$ cat src/rtl/video_pocket_out.sv
// Pocket video output stage: RGB332 -> 24-bit RGB with a 2-cycle aligned pipeline,
// scaler-slot insertion after each line, test/blank overrides and geometry status.
module video_pocket_out #(
    parameter int EXP_H_ACTIVE = 800,
    parameter int EXP_V_ACTIVE = 720,
    parameter int FRAME_CNT_W  = 16
) (
    input  logic                   clk_pixel_i,
    input  logic                   rst_i,
    input  logic [7:0]             vid_i,
    input  logic                   de_i,
    input  logic                   hs_i,
    input  logic                   vs_i,
    input  logic [2:0]             scaler_slot_i,
    input  logic                   test_pat_i,
    input  logic                   blank_i,
    input  logic                   clr_err_i,
    output logic [23:0]            rgb_o,
    output logic                   de_o,
    output logic                   hs_o,
    output logic                   vs_o,
    output logic                   locked_o,
    output logic [10:0]            line_len_o,
    output logic [9:0]             frame_lines_o,
    output logic [FRAME_CNT_W-1:0] frame_cnt_o,
    output logic [1:0]             err_o
);
    localparam logic [10:0] BAR_W = 11'(EXP_H_ACTIVE / 8);

    typedef enum logic {UNLOCKED, LOCKED} state_t;
    state_t state;

    logic [10:0] h_pix;
    logic [9:0]  v_line, v_line_cl;
    logic        s1_de, s1_hs, s1_vs;
    logic [7:0]  s1_pix, bar_pix, src_pix;
    logic [2:0]  s1_slot;
    logic [10:0] bar_q;
    logic        de_fall, new_line_err, new_frame_err;

    function automatic logic [23:0] expand(input logic [7:0] p);
        return {p[7:5], p[7:5], p[7:6], p[4:2], p[4:2], p[4:3],
                p[1:0], p[1:0], p[1:0], p[1:0]};
    endfunction

    // s1_de is the previous de_i, so a fall is visible on the first low input cycle
    assign de_fall  = s1_de & ~de_i;
    assign locked_o = (state == LOCKED);

    always_comb begin
        bar_q = h_pix / BAR_W;
        case ((bar_q > 11'd7) ? 3'd7 : bar_q[2:0])
            3'd0:    bar_pix = 8'hFF;
            3'd1:    bar_pix = 8'hFC;
            3'd2:    bar_pix = 8'h1F;
            3'd3:    bar_pix = 8'h1C;
            3'd4:    bar_pix = 8'hE3;
            3'd5:    bar_pix = 8'hE0;
            3'd6:    bar_pix = 8'h03;
            default: bar_pix = 8'h00;
        endcase
        src_pix = blank_i ? 8'h00 : (test_pat_i ? bar_pix : vid_i);
    end

    always_comb begin
        v_line_cl     = (de_fall && v_line != 10'h3FF) ? v_line + 10'd1 : v_line;
        new_line_err  = de_fall && (state == LOCKED) && (h_pix != 11'(EXP_H_ACTIVE));
        new_frame_err = vs_i && (state == LOCKED) && (v_line_cl != 10'(EXP_V_ACTIVE));
    end

    always_ff @(posedge clk_pixel_i or posedge rst_i) begin
        if (rst_i) state <= UNLOCKED;
        else if (vs_i) state <= LOCKED;
    end

    always_ff @(posedge clk_pixel_i or posedge rst_i) begin
        if (rst_i) begin
            s1_de   <= 1'b0;
            s1_hs   <= 1'b0;
            s1_vs   <= 1'b0;
            s1_pix  <= '0;
            s1_slot <= '0;
            de_o    <= 1'b0;
            hs_o    <= 1'b0;
            vs_o    <= 1'b0;
            rgb_o   <= '0;
        end else begin
            s1_de   <= de_i;
            s1_hs   <= hs_i;
            s1_vs   <= vs_i;
            s1_pix  <= src_pix;
            s1_slot <= scaler_slot_i;
            de_o    <= (state == LOCKED) && s1_de;
            hs_o    <= s1_hs;
            vs_o    <= s1_vs;
            // de_o here is still the previous output, so the slot lands on the first low cycle
            if ((state == LOCKED) && s1_de) rgb_o <= expand(s1_pix);
            else if (!s1_de && de_o)        rgb_o <= {10'd0, s1_slot, 11'd0};
            else                            rgb_o <= '0;
        end
    end

    always_ff @(posedge clk_pixel_i or posedge rst_i) begin
        if (rst_i) begin
            h_pix         <= '0;
            v_line        <= '0;
            line_len_o    <= '0;
            frame_lines_o <= '0;
            frame_cnt_o   <= '0;
            err_o         <= '0;
        end else begin
            if (de_i) begin
                if (h_pix != 11'h7FF) h_pix <= h_pix + 11'd1;
            end else begin
                h_pix <= '0;
            end
            // h_pix already holds the full line count on the fall cycle
            if (de_fall) line_len_o <= h_pix;
            if (vs_i) begin
                frame_lines_o <= v_line_cl;
                v_line        <= '0;
                frame_cnt_o   <= frame_cnt_o + 1'b1;
            end else begin
                v_line <= v_line_cl;
            end
            err_o <= (err_o & ~{2{clr_err_i}}) | {new_line_err, new_frame_err};
        end
    end
endmodule

$ cat config.mk
export PLATFORM = sky130hd
export DESIGN_NAME = video_pocket_out
export DESIGN_NICKNAME = d
export VERILOG_FILES = /design/src/rtl/video_pocket_out.sv
export SDC_FILE = /design/constraint.sdc
export NUM_CORES = 1
export LEC_CHECK = 0
export ABC_AREA = 1
export CAP_MARGIN = 5
export CORE_MARGIN = 2
export CORE_UTILIZATION = 55
export CTS_BUF_LIST = sky130_fd_sc_hd__clkbuf_8
export DETAILED_ROUTE_END_ITERATION = 7
export DONT_BUFFER_PORTS = 1
export PLACE_DENSITY = 0.81
export SLEW_MARGIN = 15
export SYNTH_ARGS = -nofsm -noshare
export SYNTH_HDL_FRONTEND = slang
export SYNTH_SLANG_ARGS = --single-unit
$ cat constraint.sdc
create_clock -name clk_pixel_i -period 4.4 [get_ports clk_pixel_i]
set_clock_uncertainty 0.1 [all_clocks]
set_input_delay 0.88 -clock clk_pixel_i [delete_from_list [all_inputs] [get_ports clk_pixel_i]]
set_output_delay 0.88 -clock clk_pixel_i [all_outputs]
set_load 0.005 [all_outputs]
==> results.json <==
{
  "synthMuxAreaShare_pct": 0.236,
  "hp-start": "s1_vs",
  "overflow": 0,
  "cts_tree": "built",
  "maxCapViolCount": 0,
  "crit_path_end_kind": "flip-flop",
  "syn_area_sq_um": 4240,
  "worstReg2RegStart": "v_line[0]",
  "numCtsBuffers": 9,
  "outcome": "finished clean",
  "clockBufferDepth": 2,
  "dp_hpwl_um": 6060,
  "swShare_pct": 27.3,
  "drt_wl_total_um": 8090,
  "synth_xor_area_share_pct": 4.95,
  "tightestPinTransition_ns": 0.760,
  "vias": 3037,
  "io_pins": 86,
  "grt_max_degree": 66,
  "ys_seq_area_share_pct": 52.5,
  "finalHoldViolCount": 0,
  "rows": 32,
  "fill_cells": 658,
  "grt_pass1_wl_um": 14000,
  "finalSetupTns_ns": 0,
  "layout_min_cycle_time_ns": 2.55,
  "io_buffers": 0,
  "timing.slew.headroom_pct": 49.3,
  "die_height_um": 91.8,
  "firstDrtPassIters": 5,
  "core-area_sq_um": 7610,
  "synth_nets": 498,
  "switchingPower_uw": 445,
  "pwr-share-seq_pct": 57.3,
  "area_growth_syn_to_layout_pct": 4.72,
  "layout-drive-gt1-share_pct": 13.0,
  "nNetsFinal": 487,
  "cts_resized": 0,
  "synthCells": 475,
  "ant_nets": 0,
  "final_common_cell": "dfrtp_1",
  "path_class": "reg2reg",
  "power_density_nw_per_um2": 367,
  "syn_area_per_cell_sq_um": 8.93,
  "start_util_pct": 55.8,
  "hold_class": "reg2reg",
  "max_freq_mhz": 393,
  "required_ns": 4.56,
  "wl_per_cell_um": 14.2,
  "drc_errors": 0,
  "grt.total_usage_pct": 20.9,
  "cts.sink_count": 89,
  "period_share_pct": 57.9,
  "clk-insertion-delay-late_ns": 0.37,
  "most-common-layout-cells": "dfrtp_1 (89), nand2_1 (86), nor2_1 (58)",
  "drtIter0Drc": 130,
  "hold_buffers": 0,
  "p_int_mw": 1.18,
  "power_frac_clock_pct": 36.0,
  "htreeDepth": 3,
  "dieWidth_um": 91.8,
  "hold_ws_ns": 0.257,
  "report.final.slew_viol_count": 0,
  "ir_drop_uv": 183,
  "cp-startpoint": "v_line[0]",
  "root_buffer": "clkbuf_8",
  "viasPerCell": 5.32,
  "power_leakage_nw": 2.17,
  "yosys.area_share.simple_pct": 25.2,
  "crit_arrival_ns": 2.70,
  "clk_pin_slew_ns": 0.10,
  "cp-start-kind": "flip-flop",
  "grt_pass1_vias": 3045,
  "synth_cell_types": 38,
  "synthAdderAreaFrac_pct": 1.18,
  "n_antenna_cell": 0,
  "cp_max_fo": 4,
  "synth_compound_area_share_pct": 7.08,
  "globalplace.congestion": 0.903,
  "antenna_found_initial": 0,
  "rsz0062_at_grt": "false",
  "ys_warn_count": 0,
  "die_area_sq_um": 8440,
  "yosys_register_bits": 89,
  "cts_setup_buffers": 0,
  "combPwrFrac_pct": 6.7,
  "synth_top_family_by_area": "simple AND/OR/NAND/NOR gates",
  "final-setup-viol-count": 0
}
power groups by stage:
stage	registers, mW	clock network (mW)	logic, mW
6_report	0.933	0.587	0.109
5_1_grt	0.944	0.626	0.131
4_1_cts	0.935	0.598	0.112
3_5_place_dp	0.951	0	0.111
3_3_place_gp	0.947	0	0.105
2_1_floorplan	0.933	0	0.104
final timing paths:
kind / to / slack [ns] / depth (start not counted)
min in group asynchronous: frame_cnt_o[2] / 0.42 / 1
worst min register to register: vs_o / 0.26 / 0
worst max-delay path: err_o[0] / 1.85 / 13
worst min-delay path: vs_o / 0.26 / 0
max in group asynchronous: hs_o / 2.97 / 2
worst max register to register: err_o[0] / 1.85 / 13
state kept, by name (all words and copies together) (netlist names):
name,count
hs_o,1
de_o,1
s1_slot,3
s1_de,1
vs_o,1
rgb_o,11
s1_pix,8
frame_cnt_o,16
err_o,2
locked_o,1
frame_lines_o,10
line_len_o,11
s1_vs,1
v_line,10
s1_hs,1
h_pix,11
worst max-delay path, cell delays in order, from the launching register on:
cell	delay (ns)
dfrtp_1	0.39
ha_1	0.15
inv_1	0.05
nor2_1	0.17
nand2_1	0.07
nor3_1	0.27
nand3_1	0.13
nand2_1	0.16
mux2i_1	0.31
nand4_1	0.12
nor4_1	0.22
nand4_1	0.13
nand3_1	0.08
o21ai_0	0.08
through the flow:
| stage | power, mW | cells | utilization (%) | instance area, sq um | setup WS [ns] |
|---|---|---|---|---|---|
| floorplan | 1.04 | 475 | - | 4240 | 1.11 |
| finish | 1.63 | 571 | 58.4 | 4440 | 1.85 |
| global placement | 1.05 | 555 | 55.7 | 4230 | 1.98 |
| CTS | 1.65 | 571 | 58.4 | 4440 | 1.89 |
| global route | 1.70 | 571 | 58.4 | 4440 | 1.58 |
| detailed placement | 1.06 | 555 | 55.7 | 4230 | 1.84 |
cell families after synthesis:
family | Yosys count
compound gates | 51
xor+xnor | 24
fa+ha+maj | 4
buf+inv | 84
flops | 89
mux | 1
simple gates | 222
Yosys cell counts (all sizes together):
master | instances | share of area (%)
nand3 | 31 | 5.1
or4 | 1 | 0.18
o311ai | 1 | 0.21
dfrtp | 89 | 52
o31ai | 2 | 0.35
buf | 16 | 2.8
a211oi | 2 | 0.35
o21ai | 31 | 3.7
nor2 | 60 | 5.4
mux2i | 1 | 0.24
xnor2 | 5 | 1.0
inv | 61 | 5.4
nand2 | 105 | 11
a21oi | 8 | 1.0
or2 | 1 | 0.15
a31o | 3 | 0.62
clkbuf | 7 | 0.65
o211ai | 2 | 0.47
nor3 | 8 | 0.94
nor4 | 3 | 0.44
nand4 | 13 | 2.2
xor2 | 19 | 3.9
a21o | 2 | 0.38
ha | 4 | 1.2
layout make-up:
type                            count  area, sq um  share of cell area [%]
Clock inverter                      7         85.1                    1.91
Tap cell                          102          128                    2.87
Inverter                           61          231                    5.21
Multi-Input combinational cell    302         1640                    36.9
Sequential cell                    89         2230                    50.1
Timing Repair Buffer                1         7.51                   0.169
Clock buffer                        9          124                    2.79
metal layers:
| metal | share of wire [%] | vias to the layer above | global-route usage [%] |
|---|---|---|---|
| met1 | 42 | 1451 | 25.2 |
| met5 | 0 | - | 0 |
| met3 | 7.0 | 13 | 5.83 |
| met4 | 1.3 | 0 | 7.46 |
| li1 | - | 1475 | - |
| met2 | 50 | 98 | 35.8 |
(Power assumes the default switching activity.)
